--- config.mk ---
export PLATFORM = sky130hd
export DESIGN_NAME = pixel_writer
export DESIGN_NICKNAME = d
export VERILOG_FILES = /design/src/rtl/gpu_pkg.sv /design/src/rtl/pix_addr_gen.sv /design/src/rtl/pixel_writer.sv
export SDC_FILE = /design/constraint.sdc
export NUM_CORES = 1
export LEC_CHECK = 0
export ABC_AREA = 1
export BUFFER_PORTS_ARGS = -buffer_cell sky130_fd_sc_hd__buf_2
export CAP_MARGIN = 20
export CORE_MARGIN = 8
export CORE_UTILIZATION = 55
export DETAILED_ROUTE_END_ITERATION = 8
export PLACE_DENSITY_LB_ADDON = 0.3
export SETUP_SLACK_MARGIN = 0.02
export SLEW_MARGIN = 20
export SYNTH_ARGS = -nofsm -noshare
export SYNTH_HDL_FRONTEND = slang
export SYNTH_SLANG_ARGS = --single-unit
--- constraint.sdc ---
create_clock -name clk -period 4.95 [get_ports clk]
set_input_delay 0.495 -clock clk [delete_from_list [all_inputs] [get_ports clk]]
set_output_delay 0.495 -clock clk [all_outputs]
set_load 0.005 [all_outputs]
--- src/rtl/gpu_pkg.sv ---
// Shared types and constants for the 2D GPU pixel datapath.
package gpu_pkg;

    typedef enum logic [1:0] {
        IDLE  = 2'd0,
        CALC  = 2'd1,
        WRITE = 2'd2,
        ACK   = 2'd3
    } pw_state_t;

    localparam int PIX_BYTES = 4;

endpackage

--- src/rtl/pix_addr_gen.sv ---
// Combinational bounds check and frame-buffer byte address for one pixel.
module pix_addr_gen
    import gpu_pkg::*;
#(
    parameter int              SCREEN_W  = 640,
    parameter int              SCREEN_H  = 480,
    parameter int              XW        = 10,
    parameter int              YW        = 10,
    parameter int              AW        = 32,
    parameter logic [AW-1:0]   BASE_ADDR = '0
) (
    input  logic [XW-1:0] x,
    input  logic [YW-1:0] y,
    output logic          in_bounds,
    output logic [AW-1:0] addr
);

    // Work at 64 bits so the multiply-add cannot overflow before truncation.
    always_comb begin
        in_bounds = (64'(x) < 64'(SCREEN_W)) && (64'(y) < 64'(SCREEN_H));
        addr      = AW'(64'(BASE_ADDR)
                        + (64'(y) * 64'(SCREEN_W) + 64'(x)) * 64'(PIX_BYTES));
    end

endmodule

--- src/rtl/pixel_writer.sv ---
// Pixel output stage: one Avalon-MM write per offered pixel, with
// per-shape write/drop statistics latched on shape_done.
module pixel_writer
    import gpu_pkg::*;
#(
    parameter int            SCREEN_W  = 640,
    parameter int            SCREEN_H  = 480,
    parameter int            XW        = 10,
    parameter int            YW        = 10,
    parameter int            CW        = 24,
    parameter int            AW        = 32,
    parameter logic [AW-1:0] BASE_ADDR = 32'h0000_0000,
    parameter int            CNTW      = 16
) (
    input  logic            clk,
    input  logic            nreset,
    input  logic            data_ready,
    input  logic [XW-1:0]   pix_x,
    input  logic [YW-1:0]   pix_y,
    input  logic [CW-1:0]   pix_color,
    input  logic            shape_done,
    output logic            data_sent,
    output logic [AW-1:0]   avm_address,
    output logic            avm_write,
    output logic [31:0]     avm_writedata,
    input  logic            avm_waitrequest,
    output logic            busy,
    output logic            overrun,
    output logic [CNTW-1:0] shape_pixels,
    output logic [CNTW-1:0] shape_dropped
);

    pw_state_t       state;
    logic [XW-1:0]   x_q;
    logic [YW-1:0]   y_q;
    logic [CW-1:0]   color_q;
    logic [CNTW-1:0] pix_cnt;
    logic [CNTW-1:0] drop_cnt;
    logic            in_bounds;
    logic [AW-1:0]   addr_calc;
    logic            inc_pix;
    logic            inc_drop;

    pix_addr_gen #(
        .SCREEN_W  (SCREEN_W),
        .SCREEN_H  (SCREEN_H),
        .XW        (XW),
        .YW        (YW),
        .AW        (AW),
        .BASE_ADDR (BASE_ADDR)
    ) u_addr (
        .x         (x_q),
        .y         (y_q),
        .in_bounds (in_bounds),
        .addr      (addr_calc)
    );

    function automatic logic [CNTW-1:0] sat_inc(input logic [CNTW-1:0] v, input logic inc);
        return (inc && (v != '1)) ? v + CNTW'(1) : v;
    endfunction

    assign inc_pix  = (state == WRITE) && !avm_waitrequest;
    assign inc_drop = (state == CALC) && !in_bounds;

    always_ff @(posedge clk) begin
        if (!nreset) begin
            state         <= IDLE;
            x_q           <= '0;
            y_q           <= '0;
            color_q       <= '0;
            data_sent     <= 1'b0;
            avm_address   <= '0;
            avm_write     <= 1'b0;
            avm_writedata <= '0;
            busy          <= 1'b0;
            overrun       <= 1'b0;
            pix_cnt       <= '0;
            drop_cnt      <= '0;
            shape_pixels  <= '0;
            shape_dropped <= '0;
        end else begin
            data_sent <= 1'b0;
            if (data_ready && busy)
                overrun <= 1'b1;

            case (state)
                IDLE: if (data_ready) begin
                    x_q     <= pix_x;
                    y_q     <= pix_y;
                    color_q <= pix_color;
                    busy    <= 1'b1;
                    state   <= CALC;
                end
                CALC: if (in_bounds) begin
                    avm_address   <= addr_calc;
                    avm_writedata <= 32'(color_q);
                    avm_write     <= 1'b1;
                    state         <= WRITE;
                end else begin
                    data_sent <= 1'b1;
                    state     <= ACK;
                end
                WRITE: if (!avm_waitrequest) begin
                    avm_write <= 1'b0;
                    data_sent <= 1'b1;
                    state     <= ACK;
                end
                ACK: begin
                    busy  <= 1'b0;
                    state <= IDLE;
                end
                default: begin
                    busy  <= 1'b0;
                    state <= IDLE;
                end
            endcase

            // An increment landing on the shape_done cycle belongs to the finished shape.
            if (shape_done) begin
                shape_pixels  <= sat_inc(pix_cnt, inc_pix);
                shape_dropped <= sat_inc(drop_cnt, inc_drop);
                pix_cnt       <= '0;
                drop_cnt      <= '0;
            end else begin
                pix_cnt  <= sat_inc(pix_cnt, inc_pix);
                drop_cnt <= sat_inc(drop_cnt, inc_drop);
            end
        end
    end

endmodule

==> qor.yml, run 1 <==
synth:
  ys_seq_area_frac: 0.447
  synthesis.area_um2: 7120
  synth_top_cell_area_share: 0.447
  yosys-top-cells-area: "dfxtp_1 (45%), nand2_1 (11%), nor2_1 (8.0%)"
  ys_seq_elements: 159
  yosysUniqueCellTypes: 39
  syn_avg_cell_area_um2: 7.50
  synth_largest_area_cell: "dfxtp_1"
  netlist_instances: 950
  yosysWarnings: 0
layout:
  fin_util: 0.665
  multi_input_area_um2: 3380
  fill_cells: 1106
  num_antenna_cells: 0
  layout_common_cells: "nand2_1 (213), dfxtp_1 (159), nor2_1 (151)"
  layout_commonest_cell: "nand2_1"
  layout-drive-gt1-share: 0.185
  seqCellArea_um2: 3180
  syn_to_final_growth_pct: 17.9
  nets: 1140
floorplan:
  io_pins: 149
  design.die.area_um2: 16800
  fp.dieH_um: 130
  design.core.area_um2: 12600
  start_util: 0.564
  rows: 41
  die_w_um: 130
min_path:
  hold_depth: 3
  hp-start: "pix_color[11]"
  hold_path_class: "in -> reg"
  whs_endpoint: "color_q[11]$_SDFFE_PN0P_"
critical_path:
  crit_type: "reg -> reg"
  arrival_ns: 2.74
  r2r_end: "avm_address[20]$_SDFFE_PN0P_"
  worstPathRequired_ns: 5.27
  critPathBufInv: 2
  slowest_stage: "fa_1"
  crit_path_start_kind: "flop"
  max_stage_delay_ns: 0.52
  crit_family: "adder cells"
  crit_top_cell: "nand2_1"
  rr_startpoint: "y_q[1]$_SDFFE_PN0P_"
  worstSetupEndpointType: "flop"
  r2r_setup_slack_ns: 2.53
  rr_worst_depth: 14
  crit_chain: "ha_1 > ha_1 > fa_1 > nand2_1 > inv_1 > nand2_1 > nor2_1 > nand3_1 > nor2_1 > nand2_1 > nand2_1 > nand3_1 > nand2_1 > inv_1"
  crit_fanout: 3
place:
  dp_slack_ns: 2.48
  portBuffers: 129
  dp_hpwl_um: 11500
  gp_congestion: 0.902
grt:
  grtUsageTotal: 0.204
  grt_pass1_vias: 5971
  gr-total-overflow: 0
  grt_max_degree: 62
  grt_pass1_wl_um: 27800
  antenna_found_initial: 0
sta:
  skew_ns: 0.00649
  post-route-worst-setup-slack_ns: 2.53
  finalSetupViolations: 0
  slew_headroom: 0.373
  hold_violations: 0
  rsz0062_at_grt: "false"
  tightest_slew_ns: 0.938
  final_max_slew_viol_count: 0
  fin_crit_sh: 0.489
  max_freq_mhz: 413
  finalSetupTns_ns: 0
  finalCriticalPeriod_ns: 2.42
clock_tree:
  cts_num_sinks: 159
  cts_tree: "yes"
  cts_made_buffers: 17
  htreeDepth: 4
  cts_resized: 0
  cts_root_buffer: "clkbuf_16"
  cts_hold_buffers: 0
  cts_setup_buffers: 0
  insertion_delay_ns: 0.42
  clk_pin_slew_worst_paths_ns: 0.06
  cts_max_path_buffers: 2
drt:
  wl_per_cell_um: 13.3
  via_per_inst: 4.92
  dr.pass1.iters: 5
  ant_nets: 0
  drc: 0
  via_count: 6144
  drt_wl_total_um: 16600
  dr.first_iter.drc_count: 456
pwr:
  power.total_mw: 3.98
  p_sw_mw: 1.27
  p_leak_nw: 3.73
  swShare: 0.320
  clock_power_share: 0.346
  power_density_nw_per_um2: 474
  seqPwrFrac: 0.400
  peakVddDrop_uv: 299
  comb_power_share: 0.254
  p_int_mw: 2.70
status:
  status: "finished, final reports clean"
job:
  max_cap_viol_count: 0
[worst max-delay path by stage]
stage,slack [ns],startpoint,endpoint,cells after the start
finish,2.53,y_q[1]$_SDFFE_PN0P_,avm_address[20]$_SDFFE_PN0P_,14
CTS,2.54,y_q[1]$_SDFFE_PN0P_,avm_address[20]$_SDFFE_PN0P_,14
detailed placement,2.48,nreset,pix_cnt[15]$_SDFF_PP0_,7
floorplan,2.74,y_q[1]$_SDFFE_PN0P_,avm_address[19]$_SDFFE_PN0P_,13
global placement,2.52,nreset,drop_cnt[13]$_SDFF_PP0_,7
global route,2.30,y_q[1]$_SDFFE_PN0P_,avm_address[20]$_SDFFE_PN0P_,13
[cells in the mapped netlist, drive strengths merged]
cell type  count
nand3         31
nand4          5
nor3           7
conb           1
clkinv         1
nand2        216
ha            25
nor2         155
o31ai          1
nand3b         5
xnor2          5
inv           79
or2            3
o21ai         98
a31oi          1
a22o           1
buf           30
fa             2
a21oi         51
and2           3
a211oi         1
clkbuf        28
dfxtp        159
xor2          32
nor3b          1
o21a           4
mux2i          1
o21bai         4
[sequential cells by signal, summed over array words and instances, names as in the netlist]
name	flops
avm_address	21
avm_write	1
avm_writedata	24
busy	1
color_q	24
data_sent	1
drop_cnt	16
overrun	1
pix_cnt	16
shape_dropped	16
shape_pixels	16
state	2
x_q	10
y_q	10
[cells by family (layout without fill, tap and decap cells)]
group           Yosys count  after routing  share of synthesized area
simple gates            426            426                      0.244
compound gates          161            161                      0.124
flops                   159            159                      0.447
buf+inv                 138            247                     0.0880
xor+xnor                 37             37                     0.0455
fa+ha+maj                27             27                     0.0496
other cells               1             19                   0.000527
mux                       1              1                    0.00141
[area by class of cell]
class,instances,share of cell area
multi-input cells,671,0.402
inverters,80,0.0358
clock inverters,13,0.0221
repair buffers,135,0.0823
well taps,172,0.0256
clock buffers,19,0.0528
flip-flops and latches,159,0.379
[stage by stage]
stage	area [um2]	hold slack [ns]	cells
2_1_floorplan	7190	0.435	968
3_3_place_gp	7770	0.427	1217
3_5_place_dp	7770	0.437	1217
4_1_cts	8400	0.311	1249
5_1_grt	8400	0.322	1249
6_report	8400	0.325	1249
[per-layer routing]
layer / up-vias / wire length [um] / GRT usage
li1: 3199 / - / -
met1: 2750 / 7540 / 0.252
met2: 170 / 7740 / 0.336
met3: 25 / 970 / 0.0506
met4: 0 / 323 / 0.0820
met5: - / 0 / 0
[power groups by stage]
stage	logic, mW	registers [mW]	clock network, mW
CTS	1.02	1.59	1.40
detailed placement	1.00	1.61	0
floorplan	0.745	1.60	0
global route	1.16	1.62	1.45
global placement	0.988	1.61	0
finish	1.01	1.59	1.38
[tightest hold or removal path, cell delays in order]
cell     delay (ns)
buf_2          0.07
o21ai_0        0.07
nor2_1         0.08
No activity file was read; power rests on OpenSTA's default activity.
==> run 2: changes to the inputs <==
- CORE_UTILIZATION: 55 -> 49
- clock period: 4.95 -> 2.1 ns (I/O delays scaled with it)
==> qor.yml, run 2 (synthesis gave the netlist of run 1 again) <==
sta:
  finalCriticalPeriod_ns: 2.20
  final_max_slew_viol_count: 0
  rsz0062_at_grt: "true"
  whs_ns: 0.0323
  slew_headroom: 0.649
  finalSetupTns_ns: -0.302
  hold_violations: 0
  max_freq_mhz: 454
  tightest_slew_ns: 0.527
  fin_crit_sh: 1.05
  finalSetupViolations: 6
  post-route-worst-setup-slack_ns: -0.104
  skew_ns: 0.00966
grt:
  grt_pass1_wl_um: 28600
  met3_usage: 0.0518
  grt_pass1_vias: 6089
  met1_usage: 0.227
  antenna_found_initial: 0
  grtUsageTotal: 0.191
  grt_max_degree: 59
  grt_util_met2: 0.332
  top_usage_layer: "met2"
  gr-total-overflow: 0
layout:
  final_cell_area_um2: 8830
  fill_cells: 1313
  num_antenna_cells: 0
  layout-drive-gt1-share: 0.238
  top_regs: "avm_writedata (24), color_q (24), avm_address (21)"
  nets: 1168
  layout_common_cells: "nand2_1 (204), dfxtp_1 (154), nor2_1 (148)"
  syn_to_final_growth_pct: 24.0
  layout_commonest_cell: "nand2_1"
critical_path:
  crit_family: "adder cells"
  rr_worst_depth: 14
  startpoint: "y_q[1]$_SDFFE_PN0P_"
  r2r_setup_slack_ns: -0.10
  critPathBufInv: 2
  max_stage_delay_ns: 0.55
  crit_fanout: 3
  r2r_end: "avm_address[20]$_SDFFE_PN0P_"
  crit_path_start_kind: "flop"
  slowest_stage: "fa_2"
  crit_type: "reg -> reg"
  arrival_ns: 2.52
  crit_chain: "ha_4 > ha_4 > fa_2 > nand2_2 > inv_2 > nand2_2 > nor2_4 > nand3_4 > nor2_4 > nand2_1 > nand2_1 > nand3_2 > nand2_1 > inv_1"
  worstPathRequired_ns: 2.42
  crit_top_cell: "nand2_1"
  worstSetupEndpointType: "flop"
  rr_startpoint: "y_q[1]$_SDFFE_PN0P_"
  cp.depth: 14
pwr:
  p_leak_nw: 3.85
  seqPwrFrac: 0.386
  p_int_mw: 6.48
  power_density_nw_per_um2: 1100
  clock_power_share: 0.304
  power.total_mw: 9.75
  comb_power_share: 0.310
  peakVddDrop_uv: 743
  p_sw_mw: 3.28
  swShare: 0.336
clock_tree:
  cts_tree: "yes"
  cts_num_sinks: 159
  insertion_delay_ns: 0.42
  cts_made_buffers: 17
  cts_max_path_buffers: 2
  clk_pin_slew_worst_paths_ns: 0.06
  htreeDepth: 4
  cts_root_buffer: "clkbuf_16"
  cts_hold_buffers: 0
drt:
  drt_wl_total_um: 17500
  wl_per_cell_um: 13.6
  dr.first_iter.drc_count: 330
  ant_nets: 0
  drc: 0
  via_count: 6231
  dr.pass1.iters: 5
  via_per_inst: 4.84
floorplan:
  fp.dieH_um: 137
  die_w_um: 137
  start_util: 0.496
  rows: 44
  design.core.area_um2: 14400
  io_pins: 149
  design.die.area_um2: 18600
min_path:
  hold_path_class: "in -> reg"
  whs_endpoint: "shape_dropped[13]$_SDFFE_PN0P_"
  hold_depth: 2
  hp-start: "shape_done"
place:
  dp_hpwl_um: 12100
  portBuffers: 129
  gp_congestion: 0.863
  dpl_cell_area_um2: 8050
status:
  violations: "setup timing"
  status: "finished with violations"
job:
  max_cap_viol_count: 0
## run 2: how the worst max path moves through the flow
stage | end | slack [ns]
floorplan | avm_address[20]$_SDFFE_PN0P_ | -0.04
global placement | avm_address[20]$_SDFFE_PN0P_ | -0.12
detailed placement | avm_address[19]$_SDFFE_PN0P_ | -0.16
CTS | avm_address[20]$_SDFFE_PN0P_ | -0.10
global route | avm_address[20]$_SDFFE_PN0P_ | -0.27
finish | avm_address[20]$_SDFFE_PN0P_ | -0.10
## run 2: power groups by stage
stage | combinational [mW] | sequential, mW | clock (mW)
floorplan | 1.79 | 3.79 | 0
global placement | 2.69 | 3.80 | 0
detailed placement | 2.72 | 3.81 | 0
CTS | 2.86 | 3.76 | 3.02
global route | 3.39 | 3.82 | 3.13
finish | 3.02 | 3.77 | 2.96
## run 2: layout make-up
cell class	count	area, um2	share of cell area
well taps	184	230	0.0261
clock inverters	10	106	0.0120
clock buffers	20	467	0.0528
inverters	80	300	0.0340
multi-input cells	671	3590	0.406
flip-flops and latches	159	3190	0.361
repair buffers	163	946	0.107
## run 2: what timing repair did
item	CTS	global route
buffers inserted	1	2
resized for setup	13	29
setup endpoints to repair	6	26
pin swaps	9	12
## run 2: worst register-to-register path, cell delays in order (launching register included)
cell and delay [ns]:
dfxtp_2 0.34, ha_4 0.24, ha_4 0.16, fa_2 0.55
nand2_2 0.06, inv_2 0.05, nand2_2 0.06, nor2_4 0.15
nand3_4 0.09, nor2_4 0.13, nand2_1 0.06, nand2_1 0.08
nand3_2 0.06, nand2_1 0.06, inv_1 0.03
## run 2: per-stage QoR
stage | utilization | instances | worst slack, ns
floorplan | - | 968 | -0.0424
global placement | 0.560 | 1254 | -0.117
detailed placement | 0.560 | 1254 | -0.159
CTS | 0.605 | 1285 | -0.104
global route | 0.615 | 1287 | -0.265
finish | 0.615 | 1287 | -0.104
## run 2: layer usage
| metal | up-vias | wire length [um] |
|---|---|---|
| met5 | - | 0 |
| met4 | 0 | 150 |
| met3 | 10 | 930 |
| met2 | 120 | 8580 |
| met1 | 2845 | 7890 |
| li1 | 3256 | - |
==> run 3: changes to the inputs <==
- PLACE_DENSITY: unset -> 0.77
- PLACE_DENSITY_LB_ADDON: 0.3 -> unset
==> qor.yml, run 3 (synthesis gave the netlist of run 1 again) <==
status:
  status: "finished with violations"
  violations: "setup timing"
clock_tree:
  cts_max_path_buffers: 2
  cts_hold_buffers: 0
  cts_tree: "yes"
  cts_root_buffer: "clkbuf_16"
  htreeDepth: 4
  cts_made_buffers: 17
  insertion_delay_ns: 0.43
  clk_pin_slew_worst_paths_ns: 0.07
  cts_num_sinks: 159
layout:
  fill_cells: 1307
  top_regs: "avm_writedata (24), color_q (24), avm_address (21)"
  num_antenna_cells: 0
  syn_to_final_growth_pct: 22.8
  final_cell_area_um2: 8750
  layout_commonest_cell: "nand2_1"
  fin_util: 0.609
  layout_common_cells: "nand2_1 (206), dfxtp_1 (154), nor2_1 (149)"
  layout-drive-gt1-share: 0.233
  nets: 1168
critical_path:
  rr_startpoint: "y_q[1]$_SDFFE_PN0P_"
  crit_type: "reg -> reg"
  arrival_ns: 2.50
  rr_worst_depth: 13
  crit_fanout: 3
  r2r_setup_slack_ns: -0.08
  worstPathRequired_ns: 2.42
  startpoint: "y_q[1]$_SDFFE_PN0P_"
  r2r_end: "avm_address[19]$_SDFFE_PN0P_"
  worstSetupEndpointType: "flop"
  crit_path_start_kind: "flop"
place:
  dp_slack_ns: -0.147
  dp_hpwl_um: 12500
  portBuffers: 129
  dpl_cell_area_um2: 8020
  gp_congestion: 0.873
sta:
  whs_ns: 0.0304
  skew_ns: 0.0103
  finalSetupViolations: 5
  max_freq_mhz: 460
  slew_headroom: 0.462
  hold_violations: 0
  finalCriticalPeriod_ns: 2.18
  fin_crit_sh: 1.04
  post-route-worst-setup-slack_ns: -0.0755
  final_max_slew_viol_count: 0
  finalSetupTns_ns: -0.266
  tightest_slew_ns: 0.805
  rsz0062_at_grt: "true"
min_path:
  hold_path_class: "in -> reg"
  hold_depth: 3
  hp-start: "pix_y[5]"
  whs_endpoint: "y_q[5]$_SDFFE_PN0P_"
grt:
  grt_pass1_vias: 6180
  antenna_found_initial: 0
  grtUsageTotal: 0.192
  gr-total-overflow: 0
  grt_pass1_wl_um: 28900
  grt_max_degree: 59
floorplan:
  design.die.area_um2: 18600
  die_w_um: 137
  start_util: 0.496
  design.core.area_um2: 14400
  fp.dieH_um: 137
  io_pins: 149
  rows: 44
drt:
  wl_per_cell_um: 13.7
  dr_wl_met3_um: 1150
  dr.first_iter.drc_count: 354
  dr.pass1.iters: 5
  highest_layer: "met4"
  wl_met1_um: 7770
  wl_met2_um: 8380
  via_count: 6341
  ant_nets: 0
  drt_wl_total_um: 17700
  drc: 0
  via_per_inst: 4.92
pwr:
  peakVddDrop_uv: 718
  p_leak_nw: 3.79
  power_density_nw_per_um2: 1090
job:
  max_cap_viol_count: 0
-- run 3: worst max-delay path by stage --
stage	to	depth (start not counted)	slack, ns
floorplan	avm_address[20]$_SDFFE_PN0P_	14	-0.04
global placement	avm_address[20]$_SDFFE_PN0P_	14	-0.1
detailed placement	avm_address[20]$_SDFFE_PN0P_	14	-0.15
CTS	avm_address[19]$_SDFFE_PN0P_	13	-0.08
global route	avm_address[20]$_SDFFE_PN0P_	15	-0.23
finish	avm_address[19]$_SDFFE_PN0P_	13	-0.08
-- run 3: through the flow --
step                      power [mW]  instances
after floorplan                 5.58        968
after global placement          6.46       1256
after detailed placement        6.54       1256
after CTS                       9.47       1287
after global routing            10.2       1288
final                           9.56       1288
-- run 3: where the power goes --
group          internal (mW)  switching (mW)
logic                   1.26            1.76
registers               3.49           0.282
clock network           1.56            1.21
-- run 3: critical path, cell delays in order (launching register included) --
cell and delay [ns]:
dfxtp_2 0.33, ha_4 0.24, ha_4 0.16, fa_2 0.55, nand2_2 0.07, buf_6 0.12
nor2_4 0.12, nand3_4 0.10, nor2_4 0.11, nand2_1 0.06, nand2_1 0.06, nand3_1 0.06
nand2_1 0.07, inv_1 0.03
-- run 3: what timing repair did --
action,CTS,global route
pin swaps,10,5
gates resized for setup,23,14
setup endpoints to repair,6,23
buffers inserted,0,1
-- run 3: layout make-up --
| class | instances | area [um2] | area share |
|---|---|---|---|
| Clock buffer | 22 | 464 | 0.0531 |
| Multi-Input combinational cell | 671 | 3590 | 0.411 |
| Timing Repair Buffer | 163 | 905 | 0.103 |
| Sequential cell | 159 | 3190 | 0.365 |
| Clock inverter | 9 | 63.8 | 0.00730 |
| Inverter | 80 | 303 | 0.0346 |
| Tap cell | 184 | 230 | 0.0263 |
-- run 3: layer usage --
metal,vias up,global-route usage
met5,-,0
met4,0,0.0732
met3,30,0.0540
met2,172,0.318
met1,2882,0.233
li1,3257,-
